===== config.mk =====
export PLATFORM = sky130hd
export DESIGN_NAME = uart_frame_parser
export DESIGN_NICKNAME = d
export VERILOG_FILES = /design/src/rtl/uart_frame_parser.sv
export SDC_FILE = /design/constraint.sdc
export NUM_CORES = 1
export LEC_CHECK = 0
export CAP_MARGIN = 40
export CORE_ASPECT_RATIO = 0.6
export CORE_MARGIN = 2
export CORE_UTILIZATION = 40
export CTS_CLUSTER_SIZE = 8
export DETAILED_ROUTE_END_ITERATION = 16
export HOLD_SLACK_MARGIN = 0.1
export MAX_ROUTING_LAYER = met4
export REMOVE_ABC_BUFFERS = 1
export SYNTH_ARGS = -nofsm -noshare
export SYNTH_HDL_FRONTEND = slang
export SYNTH_SLANG_ARGS = --single-unit

===== constraint.sdc =====
create_clock -name clk -period 8.84 [get_ports clk]
set_input_delay 2.21 -clock clk [delete_from_list [all_inputs] [get_ports clk]]
set_output_delay 2.21 -clock clk [all_outputs]
set_load 0.01 [all_outputs]

===== src/rtl/uart_frame_parser.sv =====
// Host frame parser between the UART receiver and the matrix/vector feeder.
// Validates FE/LEN/CMD/payload/EF frames and emits registered feeder strobes.
module uart_frame_parser #(
    parameter int MAX_N          = 8,
    parameter int TIMEOUT_CYCLES = 50000
) (
    input  logic       clk,
    input  logic       rst,
    input  logic [7:0] rx_data,
    input  logic       rx_valid,
    output logic [7:0] rec_data,
    output logic       size_m_en,
    output logic       enable_mat,
    output logic       enable_vec,
    output logic       enb_assign,
    output logic       clear,
    output logic       start,
    output logic       frame_err,
    output logic       busy
);

    localparam int TW = $clog2(TIMEOUT_CYCLES + 1);
    localparam logic [TW-1:0] TMO_LAST = TW'(TIMEOUT_CYCLES - 1);

    typedef enum logic [2:0] {S_IDLE, S_LEN, S_CMD, S_PAYLOAD, S_TAIL} state_e;
    typedef enum logic [2:0] {C_NONE, C_SIZE, C_START, C_CLEAR, C_MAT, C_VEC} cmd_e;

    state_e        state_q, state_d;
    cmd_e          cmd_q, cmd_d, cmd_dec;
    logic [7:0]    len_q, len_d;
    logic [7:0]    rem_q, rem_d;
    logic [7:0]    pend_q, pend_d;
    logic [3:0]    size_q, size_d;
    logic [TW-1:0] tmo_q, tmo_d;
    logic [7:0]    rec_data_d;
    logic          size_m_en_d, enable_mat_d, enable_vec_d, clear_d, start_d, frame_err_d;
    logic [6:0]    nn;
    logic [7:0]    exp_len;

    // NOTE: state registers use non-blocking assignments so every flop samples
    // the pre-edge values; the next-state logic below is purely combinational.
    always_ff @(posedge clk or negedge rst) begin
        if (!rst) begin
            state_q    <= S_IDLE;
            cmd_q      <= C_NONE;
            len_q      <= '0;
            rem_q      <= '0;
            pend_q     <= '0;
            size_q     <= '0;
            tmo_q      <= '0;
            rec_data   <= '0;
            size_m_en  <= 1'b0;
            enable_mat <= 1'b0;
            enable_vec <= 1'b0;
            enb_assign <= 1'b0;
            clear      <= 1'b0;
            start      <= 1'b0;
            frame_err  <= 1'b0;
            busy       <= 1'b0;
        end else begin
            state_q    <= state_d;
            cmd_q      <= cmd_d;
            len_q      <= len_d;
            rem_q      <= rem_d;
            pend_q     <= pend_d;
            size_q     <= size_d;
            tmo_q      <= tmo_d;
            rec_data   <= rec_data_d;
            size_m_en  <= size_m_en_d;
            enable_mat <= enable_mat_d;
            enable_vec <= enable_vec_d;
            enb_assign <= enable_mat_d | enable_vec_d;
            clear      <= clear_d;
            start      <= start_d;
            frame_err  <= frame_err_d;
            busy       <= (state_d != S_IDLE);
        end
    end

    // Opcode decode and the LEN each opcode demands (N*N kept to 7 bits).
    always_comb begin
        nn = {3'b000, size_q} * {3'b000, size_q};
        case (rx_data)
            8'h01:   begin cmd_dec = C_SIZE;  exp_len = 8'd2; end
            8'h02:   begin cmd_dec = C_START; exp_len = 8'd1; end
            8'h03:   begin cmd_dec = C_CLEAR; exp_len = 8'd1; end
            8'h04:   begin cmd_dec = C_MAT;   exp_len = {1'b0, nn} + 8'd1; end
            8'h05:   begin cmd_dec = C_VEC;   exp_len = {4'h0, size_q} + 8'd1; end
            default: begin cmd_dec = C_NONE;  exp_len = 8'd0; end
        endcase
    end

    // NOTE: every variable gets its default first so no path can infer a latch.
    always_comb begin
        state_d      = state_q;
        cmd_d        = cmd_q;
        len_d        = len_q;
        rem_d        = rem_q;
        pend_d       = pend_q;
        size_d       = size_q;
        tmo_d        = tmo_q;
        rec_data_d   = rec_data;
        size_m_en_d  = 1'b0;
        enable_mat_d = 1'b0;
        enable_vec_d = 1'b0;
        clear_d      = 1'b0;
        start_d      = 1'b0;
        frame_err_d  = 1'b0;

        if (state_q != S_IDLE && !rx_valid) begin
            if (tmo_q == TMO_LAST) begin
                frame_err_d = 1'b1;
                state_d     = S_IDLE;
                tmo_d       = '0;
            end else begin
                tmo_d = tmo_q + TW'(1);
            end
        end else if (rx_valid) begin
            tmo_d = '0;
            case (state_q)
                S_IDLE: if (rx_data == 8'hFE) state_d = S_LEN;
                S_LEN: begin
                    if (rx_data == 8'd0) begin
                        frame_err_d = 1'b1;
                        state_d     = S_IDLE;
                    end else begin
                        len_d   = rx_data;
                        state_d = S_CMD;
                    end
                end
                S_CMD: begin
                    if (cmd_dec == C_NONE || len_q != exp_len ||
                        ((cmd_dec == C_MAT || cmd_dec == C_VEC) && size_q == 4'd0)) begin
                        frame_err_d = 1'b1;
                        state_d     = S_IDLE;
                    end else begin
                        cmd_d = cmd_dec;
                        rem_d = len_q - 8'd1;
                        state_d = (len_q == 8'd1) ? S_TAIL : S_PAYLOAD;
                    end
                end
                S_PAYLOAD: begin
                    case (cmd_q)
                        C_MAT:   begin enable_mat_d = 1'b1; rec_data_d = rx_data; end
                        C_VEC:   begin enable_vec_d = 1'b1; rec_data_d = rx_data; end
                        C_SIZE:  pend_d = rx_data;
                        default: ;
                    endcase
                    rem_d = rem_q - 8'd1;
                    if (rem_q == 8'd1) state_d = S_TAIL;
                end
                S_TAIL: begin
                    state_d = S_IDLE;
                    if (rx_data != 8'hEF) begin
                        frame_err_d = 1'b1;
                    end else begin
                        case (cmd_q)
                            C_SIZE: begin
                                if (pend_q == 8'd0 || pend_q > 8'(MAX_N)) begin
                                    frame_err_d = 1'b1;
                                end else begin
                                    size_d      = pend_q[3:0];
                                    size_m_en_d = 1'b1;
                                    rec_data_d  = pend_q - 8'd1;
                                end
                            end
                            C_START: start_d = 1'b1;
                            C_CLEAR: begin
                                clear_d = 1'b1;
                                size_d  = 4'd0;
                            end
                            default: ;
                        endcase
                    end
                end
                default: state_d = S_IDLE;
            endcase
        end
    end

endmodule


### Yosys cells after proc, flatten, opt, wreduce, memory -nomap -nowiden

Cells that the tools add are included.

| word-level totals | value |
|---|---|
| bits in registers | 66 |
| bits of input ports | 11 |
| output and inout port bits | 16 |
| word-level logic and storage cells | 139 |

| operators by class | value |
|---|---|
| add/subtract/negate cells | 6 |
| $mul | 1 |
| magnitude comparators | 1 |
| equal/unequal tests | 28 |
| multiplexer cells | 56 |
| bitwise gates (word level) | 5 |
| reduce and logical (&&, ||, !) cells | 26 |

Operators by type and width:

| cell | number |
|---|---|
| 16-bit 2-to-1 mux | 3 |
| 8-bit 2-to-1 mux | 5 |
| 1-bit 2-to-1 mux | 32 |
| 8-bit one-hot mux with 2 select lines | 2 |
| 8-bit one-hot mux with 4 select lines | 1 |
| 8-bit by 1-bit == test with 1-bit output, second input constant | 3 |
| 8-bit by 1-bit subtractor with 8-bit output, second input constant | 3 |
| 3-bit 2-to-1 mux | 7 |
| 16-bit by 1-bit adder with 16-bit output, second input constant | 1 |
| 16-bit == test, second input constant | 1 |
| 8-bit by 2-bit == test with 1-bit output, second input constant | 2 |
| 8-bit by 3-bit == test with 1-bit output, second input constant | 2 |
| 8-bit zero test | 2 |
| 4-bit AND reduction | 4 |
| 3-bit == test, second input constant | 5 |
| 3-bit one-hot mux with 5 select lines | 1 |
| 3-bit by 2-bit == test with 1-bit output, second input constant | 4 |
| 2-bit inequality test, second input constant | 6 |
| 3-bit one-hot mux with 4 select lines | 1 |
| 7-bit by 1-bit adder with 8-bit output, second input constant | 1 |
| 8-bit == test, second input constant | 1 |
| 8-bit by 4-bit greater-than comparator with 1-bit output, second input constant | 1 |
| 8-bit inequality test | 1 |
| 8-bit inequality test, second input constant | 1 |
| 19 further kinds | 33 |

### Logic depth before layout (Yosys ltp)

Gate-level depths: netlist of run 1.

| logic depth | value |
|---|---|
| word-level depth | 11 |
| gate-level depth with buffers | 13 |
| mapped depth without buffers | 10 |

### Worst setup path after synthesis of run 1

No wires, ideal clock.

| timing | value |
|---|---|
| kind | input-to-reg |
| from | input rx_data[4] |
| to | register rem_q[0] |
| library setup time | 126 ps |
| data arrival time | 4,179 ps |
| slack | 4,535 ps |
| stages | 10 |
| cell sequence | or4_4 > nor3_2 > and4b_1 > o21ai_1 > nand3_2 > nand4_2 > buf_6 > a21o_1 > buf_6 > a221o_1 |

| between the ends | value |
|---|---|
| cells in the longest elaborated chain, start to end | 8 |

RTL lines:

| element | RTL line | source |
|---|---|---|
| from (decl) | 9 | `input logic [7:0] rx_data,` |
| 8-bit by 2-bit == test with 1-bit output (tied with other cells) | 83 | `case (rx_data)` |
| 2-bit OR reduction (no source line) or 3-bit one-hot mux with 5 select lines (tied branches) | - |  |
| 8-bit one-hot mux with 4 select lines or 3-bit == test (tied branches) | 83, 133 |  |
| 8-bit inequality test or 1-bit logical OR (tied branches) | 132, 133 |  |
| 1-bit logical OR or 1-bit logical AND (tied branches) | 132, 133 |  |
| 1-bit logical OR * | 132 | `if (cmd_dec == C_NONE \|\| len_q != exp_len \|\|` |
| 2-bit inequality test (no source line) * | - |  |
| 4-bit AND reduction (no source line) * | - |  |
| to (signal assigned) | 64 | `rem_q <= rem_d;` |
| to (decl) | 31 | `logic [7:0] rem_q, rem_d;` |

Mark *: on every way between the ends. The rest lies on a longest branch, timed or not.
A chain may end at the register's enable or synchronous reset.

### Final worst setup path of run 1

| timing | value |
|---|---|
| from | input rx_data[4] |
| to | register busy |

| between the ends | value |
|---|---|
| cells in the longest elaborated chain, start to end | 11 |

RTL lines:

| element | RTL line | source |
|---|---|---|
| 8-bit by 2-bit == test with 1-bit output (tied with other cells) | 83 |  |
| 2-bit OR reduction (no source line) or 3-bit one-hot mux with 5 select lines (tied branches) | - |  |
| 8-bit one-hot mux with 4 select lines or 3-bit == test (tied branches) | 83, 133 |  |
| 8-bit inequality test or 1-bit logical OR (tied branches) | 132, 133 |  |
| 1-bit logical OR or 1-bit logical AND (tied branches) | 132, 133 |  |
| 1-bit logical OR | 132 |  |
| 3-bit 2-to-1 mux | 132 |  |
| 3-bit one-hot mux with 4 select lines * | 120 | `case (state_q)` |
| 3-bit 2-to-1 mux * | 118 | `end else if (rx_valid) begin` |
| 3-bit 2-to-1 mux * | 110 | `if (state_q != S_IDLE && !rx_valid) begin` |
| 3-bit nonzero test * | 76 | `busy <= (state_d != S_IDLE);` |
| to (signal assigned) | 76 |  |
| to (decl) | 19 | `output logic busy` |

Marked as above.

==> results.txt, run 1 <==
----------------------------------------------------
[Outcome]
  Outcome ... complete, no violations

[GRT]
  All-layer global routing usage ... 20.7%
  Grt ovf ... 0
  Largest net degree at the start of global routing ... 51
  Number of antenna violations at the first check in global routing ... 0
  Via count of the first global-routing pass ... 3,175
  First-pass GRT wire length ... 17,000 um

[Power and ir drop]
  Sequential cell fraction of total power ... 41.8%
  Switching portion of total power ... 22.2%
  Part of the total power dissipated in combinational logic ... 6.2%
  Total power divided by cell area ... 155 nW/um^2
  IR drop worst, VDD ... 0.112 mV
  Part of the power in the clock network ... 52.0%
  Internal power ... 0.000575 W
  Leakage ... 2.11 nW
  Net switching power ... 0.000164 W

[Placement]
  Routability Congestion ... 0.931
  Placed cell count ... 596
  Count of buffers inserted at the top-level ports ... 26
  Half-perimeter wire length after placement ... 7250 um

[Clock tree]
  Post-CTS Repair Setup Buffers ... 0
  Clock sink count ... 66
  Clock Latency Late Sink ... 0.33 ns
  Hold buffers post-CTS ... 0
  Post-CTS resize count ... 0
  Num CTS Buffers ... 9
  Max Buffers Root-to-Sink ... 2
  Clock-pin slew reported for the worst setup and hold paths after clock tree synthesis ... 0.06 ns
  Clock tree from TritonCTS ... yes
  Number of H-tree branching levels ... 3
  Clk root buf ... sky130_fd_sc_hd__clkbuf_16

[Yosys]
  Gate Count Post-Synth ... 454
  Fraction of post-synthesis cell area in the top cell type by area ... 40.7%
  Synth Area in Simple Gates ... 24.8%
  Compound-cell area share of the yosys netlist ... 13.6%
  Adder-cell share of the synthesized area ... 4.00%
  Mean area per synthesized cell ... 8.95 um^2
  Number of storage elements in the synthesis netlist ... 66
  Warnings, synthesis ... 0
  Unique cell type count in the Yosys netlist ... 56
  Most area-hungry cell type in the Yosys netlist ... sky130_fd_sc_hd__dfrtp_1
  Top cells by area, synth ... sky130_fd_sc_hd__dfrtp_1 41%, sky130_fd_sc_hd__mux2_2 6.4%, sky130_fd_sc_hd__nor2_1 5.1%, sky130_fd_sc_hd__o21ai_0 4.4%, sky130_fd_sc_hd__ha_1 4.0%
  Sequential element share of the synthesized area ... 40.7%
  Prevailing post-synth register cell ... sky130_fd_sc_hd__dfrtp_1
  Main combinational cell family by area after synthesis ... simple AND/OR/NAND/NOR gates
  Share of synthesized flip-flops with an asynchronous set or reset ... 100%
  Area of the mapped netlist ... 4060 um^2
  Proportion of synthesized area in mux cells ... 7.70%
  Number of enable-type register cells in the synthesized netlist ... 0
  XOR/XNOR share of the synthesized area ... 5.17%

[Worst setup path]
  Depth of the worst register-to-register path ... 10
  Buf+Inv Stages, Crit Path ... 1
  Slack of the worst reg-to-reg path ... 5.58 ns
  Worst path required time ... 9.04 ns
  Destination of the worst register-to-register timing path ... cmd_q[1]$_DFFE_PN0P_
  Cell family with the largest share of critical-path delay ... simple AND/OR/NAND/NOR gates
  Top fanout value on the critical path ... 9
  Destination of the critical timing path ... busy$_DFF_PN0_
  Critical path class ... primary input to flip-flop
  Cell with the largest stage delay on the worst path ... sky130_fd_sc_hd__or4_4
  Capturing element type of the critical path ... flip-flop
  Crit path from ... rx_data[4]
  CP startpoint kind ... primary input
  R2R Path Start ... size_q[2]$_DFFE_PN0P_
  Critical Path, Cell by Cell ... clkdlybuf4s50_1 -> or4_4 -> nor2_1 -> nor4b_1 -> or4_1 -> nand2_1 -> or4b_1
  Critical Path Max Stage Delay ... 0.63 ns
  Total stage count of the critical path ... 7
  Crit path arrival time ... 5.22 ns

[Floorplanning]
  Core Footprint ... 9880 um^2
  Site row count ... 28
  Starting utilization of the core area ... 41.1%
  Die Y ... 82.1 um
  Die outline area ... 11,000 um^2
  Width of the chip ... 134 um
  Number of placed I/O pins ... 27

[STA]
  Setup Total Neg Slack ... 0 ns
  Max Fclk ... 199 MHz
  Tightest slew margin relative to the limit ... 42.2%
  Final Max Slew Viols ... 0
  Final setup fails ... 0
  Unrepaired setup endpoints after global routing ... false
  Final period utilization ... 56.7%
  Shortest clock period the worst path allows after layout ... 5.01 ns
  Worst-margin pin slew ... 0.867 ns
  Skew final ... 0.00478 ns
  Count of final hold-check violations ... 0

[Hold path]
  Worst Hold Depth ... 1
  Path type of the worst min-delay path ... flip-flop to flip-flop

[Detailed routing]
  Pre-Repair DR Iteration Count ... 5
  Remaining design rule violation count ... 0
  Detailed-route wire length ... 10,100 um
  Post-detailed-route wirelength per cell ... 16.6 um
  Antenna violation net count after detailed routing ... 0
  Detailed Route Iter0 Violations ... 324
  Vias post-DR ... 3,422
  Routed vias/inst ... 5.60

[Layout]
  Post-layout instance count excluding filler cells ... 611
  Nets ... 496
  Area occupied by multi-input gates ... 2240 um^2
  Layout area overhead ... 17.0%
  Total inserted antenna cells ... 0
  Filler cells ... 960
  Sequential cell area in the final layout ... 1650 um^2
  Proportion of layout cells with a drive suffix above 1 ... 10.7%

[Flow run]
  Max-cap violation count ... 0

----------------------------------------------------
[per-stage QoR]
stage | power [W] | hold WS (ns) | util (%) | area, um^2 | worst slack (ns)
floorplan | 0.000335 | 0.450 | - | 3960 | 4.46
global placement | 0.000357 | 0.475 | 44.5 | 4400 | 3.61
detailed placement | 0.000360 | 0.480 | 44.9 | 4430 | 3.51
CTS | 0.000746 | 0.486 | 48.1 | 4750 | 3.86
global route | 0.000767 | 0.521 | 48.1 | 4750 | 3.62
finish | 0.000739 | 0.485 | 48.1 | 4750 | 3.83
[placed cells by master (no fill, tap or decap), types with 3 or more instances in the layout]
cell                              count
sky130_fd_sc_hd__o22ai_1              4
sky130_fd_sc_hd__nand2_1             43
sky130_fd_sc_hd__xnor2_1             18
sky130_fd_sc_hd__a211oi_1             6
sky130_fd_sc_hd__nor3_1              10
sky130_fd_sc_hd__o22a_1               3
sky130_fd_sc_hd__nor2b_1              7
sky130_fd_sc_hd__dfrtp_1             66
sky130_fd_sc_hd__a21oi_1             14
sky130_fd_sc_hd__nor2_1              55
sky130_fd_sc_hd__xor2_1               6
sky130_fd_sc_hd__o21ai_0             36
sky130_fd_sc_hd__o31ai_1              4
sky130_fd_sc_hd__and2_1               6
sky130_fd_sc_hd__nand3b_1             4
sky130_fd_sc_hd__or3_1                5
sky130_fd_sc_hd__mux2_2              23
sky130_fd_sc_hd__clkbuf_16            9
sky130_fd_sc_hd__buf_4                3
sky130_fd_sc_hd__clkdlybuf4s50_1     25
sky130_fd_sc_hd__inv_1               17
sky130_fd_sc_hd__nor4b_1              4
sky130_fd_sc_hd__nand4b_1             3
sky130_fd_sc_hd__nand3_1             16
sky130_fd_sc_hd__nor4_1               4
sky130_fd_sc_hd__and3_1              10
sky130_fd_sc_hd__nand4_1              5
sky130_fd_sc_hd__ha_1                13
sky130_fd_sc_hd__a31oi_1              5
sky130_fd_sc_hd__mux2_1               3
sky130_fd_sc_hd__nand2b_1             7
[power groups by stage]
stage / clock network [W] / registers [W] / logic [W]
after floorplan: 0 / 0.000313 / 0.0000227
after global placement: 0 / 0.000314 / 0.0000435
after detailed placement: 0 / 0.000314 / 0.0000458
after CTS: 0.000391 / 0.000309 / 0.0000460
after global routing: 0.000406 / 0.000309 / 0.0000517
final: 0.000384 / 0.000309 / 0.0000456
[worst min-delay path by stage]
stage	from	to	slack [ns]
after floorplan	tmo_q[15]$_DFFE_PN0P_	tmo_q[15]$_DFFE_PN0P_	0.45
after global placement	tmo_q[15]$_DFFE_PN0P_	tmo_q[15]$_DFFE_PN0P_	0.48
after detailed placement	tmo_q[15]$_DFFE_PN0P_	tmo_q[15]$_DFFE_PN0P_	0.48
after CTS	tmo_q[15]$_DFFE_PN0P_	tmo_q[15]$_DFFE_PN0P_	0.49
after global routing	rec_data[1]$_DFFE_PN0P_	rec_data[1]$_DFFE_PN0P_	0.52
final	tmo_q[15]$_DFFE_PN0P_	tmo_q[15]$_DFFE_PN0P_	0.48
[cell usage after synthesis (all sizes together), types with 2 or more instances]
master	instances
dfrtp	66
nor2	55
nand2	43
o21ai	38
mux2	26
clkbuf	18
xnor2	18
inv	17
nand3	17
a21oi	14
ha	13
nor3	11
and3	10
nand2b	7
nor2b	7
a211oi	6
and2	6
nand4	6
nor4	6
xor2	6
a31oi	5
buf	5
or3	5
nand3b	4
nor4b	4
o22ai	4
o31ai	4
nand4b	3
o22a	3
or4	3
a21o	2
a221oi	2
a22oi	2
and4b	2
mux2i	2
nor3b	2
o21a	2
[area by class of cell]
type | count | area share, %
repair buffers | 30 | 6.42
multi-input cells | 348 | 47.2
clock inverters | 5 | 1.66
inverters | 17 | 1.34
well taps | 135 | 3.55
flip-flops and latches | 66 | 34.8
clock buffers | 10 | 5.03
[flip-flops by register name (all words and copies together), names as in the netlist]
signal / count
enb_assign: 1
rem_q: 8
tmo_q: 16
size_q: 4
clear: 1
busy: 1
frame_err: 1
state_q: 3
cmd_q: 3
enable_mat: 1
rec_data: 8
len_q: 8
pend_q: 8
size_m_en: 1
enable_vec: 1
start: 1
[logic make-up after synthesis]
group / Yosys count
DFF: 66
and+or+nand+nor: 194
xor gates and xnor gates: 24
buffers and inverters: 40
muxes: 28
adders and majority gates: 13
AOI/OAI and AO/OA: 89
[metal layers]
layer	vias to the layer above	share of wire, %	wire, um	track usage (%)
li1	1646	-	-	-
met1	1658	53	5370	31.1
met2	105	39	3980	27.0
met3	13	6.5	662	4.88
met4	0	1.2	125	6.21
met5	-	0	0	-
Note: power is estimated with default switching activity, not from simulation.
==> inputs of run 2 (changes only) <==
==> constraint.sdc (replaced) <==
create_clock -name clk -period 5.1 [get_ports clk]
set_input_delay 1.275 -clock clk [delete_from_list [all_inputs] [get_ports clk]]
set_output_delay 1.275 -clock clk [all_outputs]
set_load 0.01 [all_outputs]
==> run 2 against run 1 <==
Sequential cell count unchanged. Largest cell class unchanged. Register-to-register slack worse by 3.8 ns. First-iteration DRC count fell by 39%. Die area unchanged. Worst hold slack better by 0.014 ns. Worst setup slack got worse by 2.9 ns. Critical path type unchanged. Combinational power is 75% higher. Power increased by 67%. Wire length fell by 1.2%. Clock power increased by 60%. Sequential power rose by 73%.
==> results.txt, run 2 (synthesis results as in run 1) <==
----------------------------------------------------
[Layout]
  Most common cell after layout, fill and taps aside ... sky130_fd_sc_hd__dfrtp_1
  Proportion of layout cells with a drive suffix above 1 ... 11.3% (+0.56 points)
  Largest register FFs ... 16 (unchanged)
  Top reg by flops ... tmo_q
  Post-layout instance count excluding filler cells ... 614 (+0.49%)
  Filler cells ... 967 (+0.73%)
  Nets ... 499 (+0.60%)
  Layout area overhead ... 16.9% (about the same)
  Total inserted antenna cells ... 0 (unchanged)
  Share of the core filled with cells ... 48.1% (about the same)
  Most frequent cells in the layout ... 66 x sky130_fd_sc_hd__dfrtp_1, 55 x sky130_fd_sc_hd__nor2_1, 43 x sky130_fd_sc_hd__nand2_1, 36 x sky130_fd_sc_hd__o21ai_0, 25 x sky130_fd_sc_hd__clkdlybuf4s50_1

[Power and ir drop]
  Post-layout power ... 0.00123 W (+67%)
  Sequential cell fraction of total power ... 43.5% (+1.7 points)
  Switching portion of total power ... 23.1% (+0.92 points)
  Part of the power in the clock network ... 50.0% (-2.0 points)
  Part of the total power dissipated in combinational logic ... 6.5% (+0.3 points)
  Leakage ... 2.11 nW (-0.14%)
  IR drop worst, VDD ... 0.167 mV (+50%)
  Net switching power ... 0.000285 W (+74%)
  Total power divided by cell area ... 259 nW/um^2 (+67%)
  Internal power ... 0.000947 W (+65%)

[Clock tree]
  Post-CTS resize count ... 0 (unchanged)
  Post-CTS Repair Setup Buffers ... 0 (unchanged)
  Hold buffers post-CTS ... 0 (unchanged)
  Clock-pin slew reported for the worst setup and hold paths after clock tree synthesis ... 0.06 ns (about the same)
  Clock sink count ... 66 (unchanged)
  Clock tree from TritonCTS ... yes
  Number of H-tree branching levels ... 3 (unchanged)
  Clock Latency Late Sink ... 0.33 ns (about the same)
  Num CTS Buffers ... 9 (unchanged)
  Max Buffers Root-to-Sink ... 2 (unchanged)
  Clk root buf ... sky130_fd_sc_hd__clkbuf_16

[Detailed routing]
  Detailed-route wire length ... 10,000 um (-1.2%)
  Routed vias/inst ... 5.56 (-0.69%)
  Post-detailed-route wirelength per cell ... 16.3 um (-1.7%)
  Vias post-DR ... 3,415 (-0.20%)
  Remaining design rule violation count ... 0 (unchanged)
  Detailed Route Iter0 Violations ... 197 (-39%)
  Antenna violation net count after detailed routing ... 0 (unchanged)
  Pre-Repair DR Iteration Count ... 5 (unchanged)

[GRT]
  Largest net degree at the start of global routing ... 55 (+7.8%)
  All-layer global routing usage ... 20.4% (-0.30 points)
  Grt ovf ... 0 (unchanged)
  Via count of the first global-routing pass ... 3,245 (+2.2%)
  First-pass GRT wire length ... 16,900 um (-0.32%)
  Number of antenna violations at the first check in global routing ... 0 (unchanged)

[STA]
  Unrepaired setup endpoints after global routing ... false
  Final setup fails ... 0 (unchanged)
  Shortest clock period the worst path allows after layout ... 4.13 ns
  Count of final hold-check violations ... 0 (unchanged)
  Final period utilization ... 81.0%
  Setup Total Neg Slack ... 0 ns (unchanged)
  Final Max Slew Viols ... 0 (unchanged)
  Final-layout worst hold slack ... 0.499 ns (+0.0143 ns)
  Worst-margin pin slew ... 0.733 ns (-0.134 ns)
  Skew final ... 0.00840 ns (+0.00362 ns)
  Tightest slew margin relative to the limit ... 50.4% (+8.2 points)
  Max Fclk ... 242 MHz

[Floorplanning]
  Width of the chip ... 134 um (unchanged)
  Die outline area ... 11,000 um^2 (unchanged)
  Starting utilization of the core area ... 41.1% (unchanged)
  Die Y ... 82.1 um (unchanged)
  Site row count ... 28 (unchanged)
  Number of placed I/O pins ... 27 (unchanged)
  Core Footprint ... 9880 um^2 (unchanged)

[Worst setup path]
  Destination of the worst register-to-register timing path ... cmd_q[0]$_DFFE_PN0P_
  Critical Path, Cell by Cell ... clkdlybuf4s50_1 -> or4_4 -> nor3_2 -> and4b_1 -> o21ai_1 -> nand3_2 -> nand4_2 -> or3_1 -> mux2_1
  R2R Path Start ... size_q[2]$_DFFE_PN0P_
  Cell with the largest stage delay on the worst path ... sky130_fd_sc_hd__or4_4
  Critical Path Max Stage Delay ... 0.65 ns (+0.02 ns)
  Depth of the worst register-to-register path ... 10 (unchanged)
  Crit path arrival time ... 4.34 ns (-0.88 ns)
  Worst path required time ... 5.31 ns (-3.73 ns)
  Buf+Inv Stages, Crit Path ... 1 (unchanged)
  Cell family with the largest share of critical-path delay ... simple AND/OR/NAND/NOR gates
  Slack of the worst reg-to-reg path ... 1.83 ns (-3.75 ns)
  CP startpoint kind ... primary input
  Critical path class ... primary input to flip-flop
  Capturing element type of the critical path ... flip-flop
  Top fanout value on the critical path ... 11 (+2)

[Outcome]
  Outcome ... complete, no violations

[Hold path]
  Terminating pin of the worst hold path ... tmo_q[15]$_DFFE_PN0P_
  Worst Hold Depth ... 1 (unchanged)
  Worst hold path startpoint ... tmo_q[15]$_DFFE_PN0P_
  Path type of the worst min-delay path ... flip-flop to flip-flop

[Placement]
  Placed cell count ... 599 (+0.50%)
  Count of buffers inserted at the top-level ports ... 26 (unchanged)
  Routability Congestion ... 0.894 (-4.0%)
  Half-perimeter wire length after placement ... 7280 um (+0.52%)

[Flow run]
  Max-cap violation count ... 0 (unchanged)

----------------------------------------------------
-- run 2: changes by cell type in the layout (fill, tap and decap cells not counted), sizes merged --
cell      delta
clkinvlp     +2
buf          +3
bufinv       -1
clkinv       -1
-- run 2: final cells by class --
class / instances / area, um^2 / area share (%)
tap: 135 / 169 / 3.56
multi-input combinational: 348 / 2240 / 47.2
clock buffer: 10 / 239 / 5.03
clock inverter: 5 / 55.1 / 1.16
sequential: 66 / 1650 / 34.8
inverter: 17 / 63.8 / 1.34
timing repair buffer: 33 / 328 / 6.90
-- run 2: worst max path at each step --
stage	from	endpoint	slack [ns]	depth (start not counted)
final	rx_data[4]	cmd_q[0]$_DFFE_PN0P_	0.97	9
after global routing	rx_data[4]	cmd_q[0]$_DFFE_PN0P_	0.86	8
after CTS	rx_data[4]	cmd_q[0]$_DFFE_PN0P_	1.04	9
after detailed placement	rx_data[4]	cmd_q[0]$_DFFE_PN0P_	0.70	9
after global placement	rx_data[4]	cmd_q[0]$_DFFE_PN0P_	0.78	9
after floorplan	rx_data[4]	cmd_q[0]$_DFFE_PN0P_	1.65	8
-- run 2: metal layers --
metal / global-route usage [%] / part of all wire, %
met5: - / 0
met4: 3.47 / 0.46
met3: 5.12 / 4.4
met2: 26.6 / 37
met1: 31.5 / 58
-- run 2: power groups by stage --
stage / logic (W) / registers [W] / clock network [W]
final: 0.0000798 / 0.000536 / 0.000616
after global placement: 0.0000766 / 0.000544 / 0
after CTS: 0.0000809 / 0.000535 / 0.000631
after global routing: 0.0000901 / 0.000536 / 0.000653
after floorplan: 0.0000394 / 0.000542 / 0
after detailed placement: 0.0000804 / 0.000545 / 0
-- run 2: through the flow --
step	area (um^2)	setup slack (ns)
4_1_cts	4750	1.04
3_5_place_dp	4460	0.700
5_1_grt	4750	0.864
6_report	4750	0.970
3_3_place_gp	4420	0.777
2_1_floorplan	3960	1.65
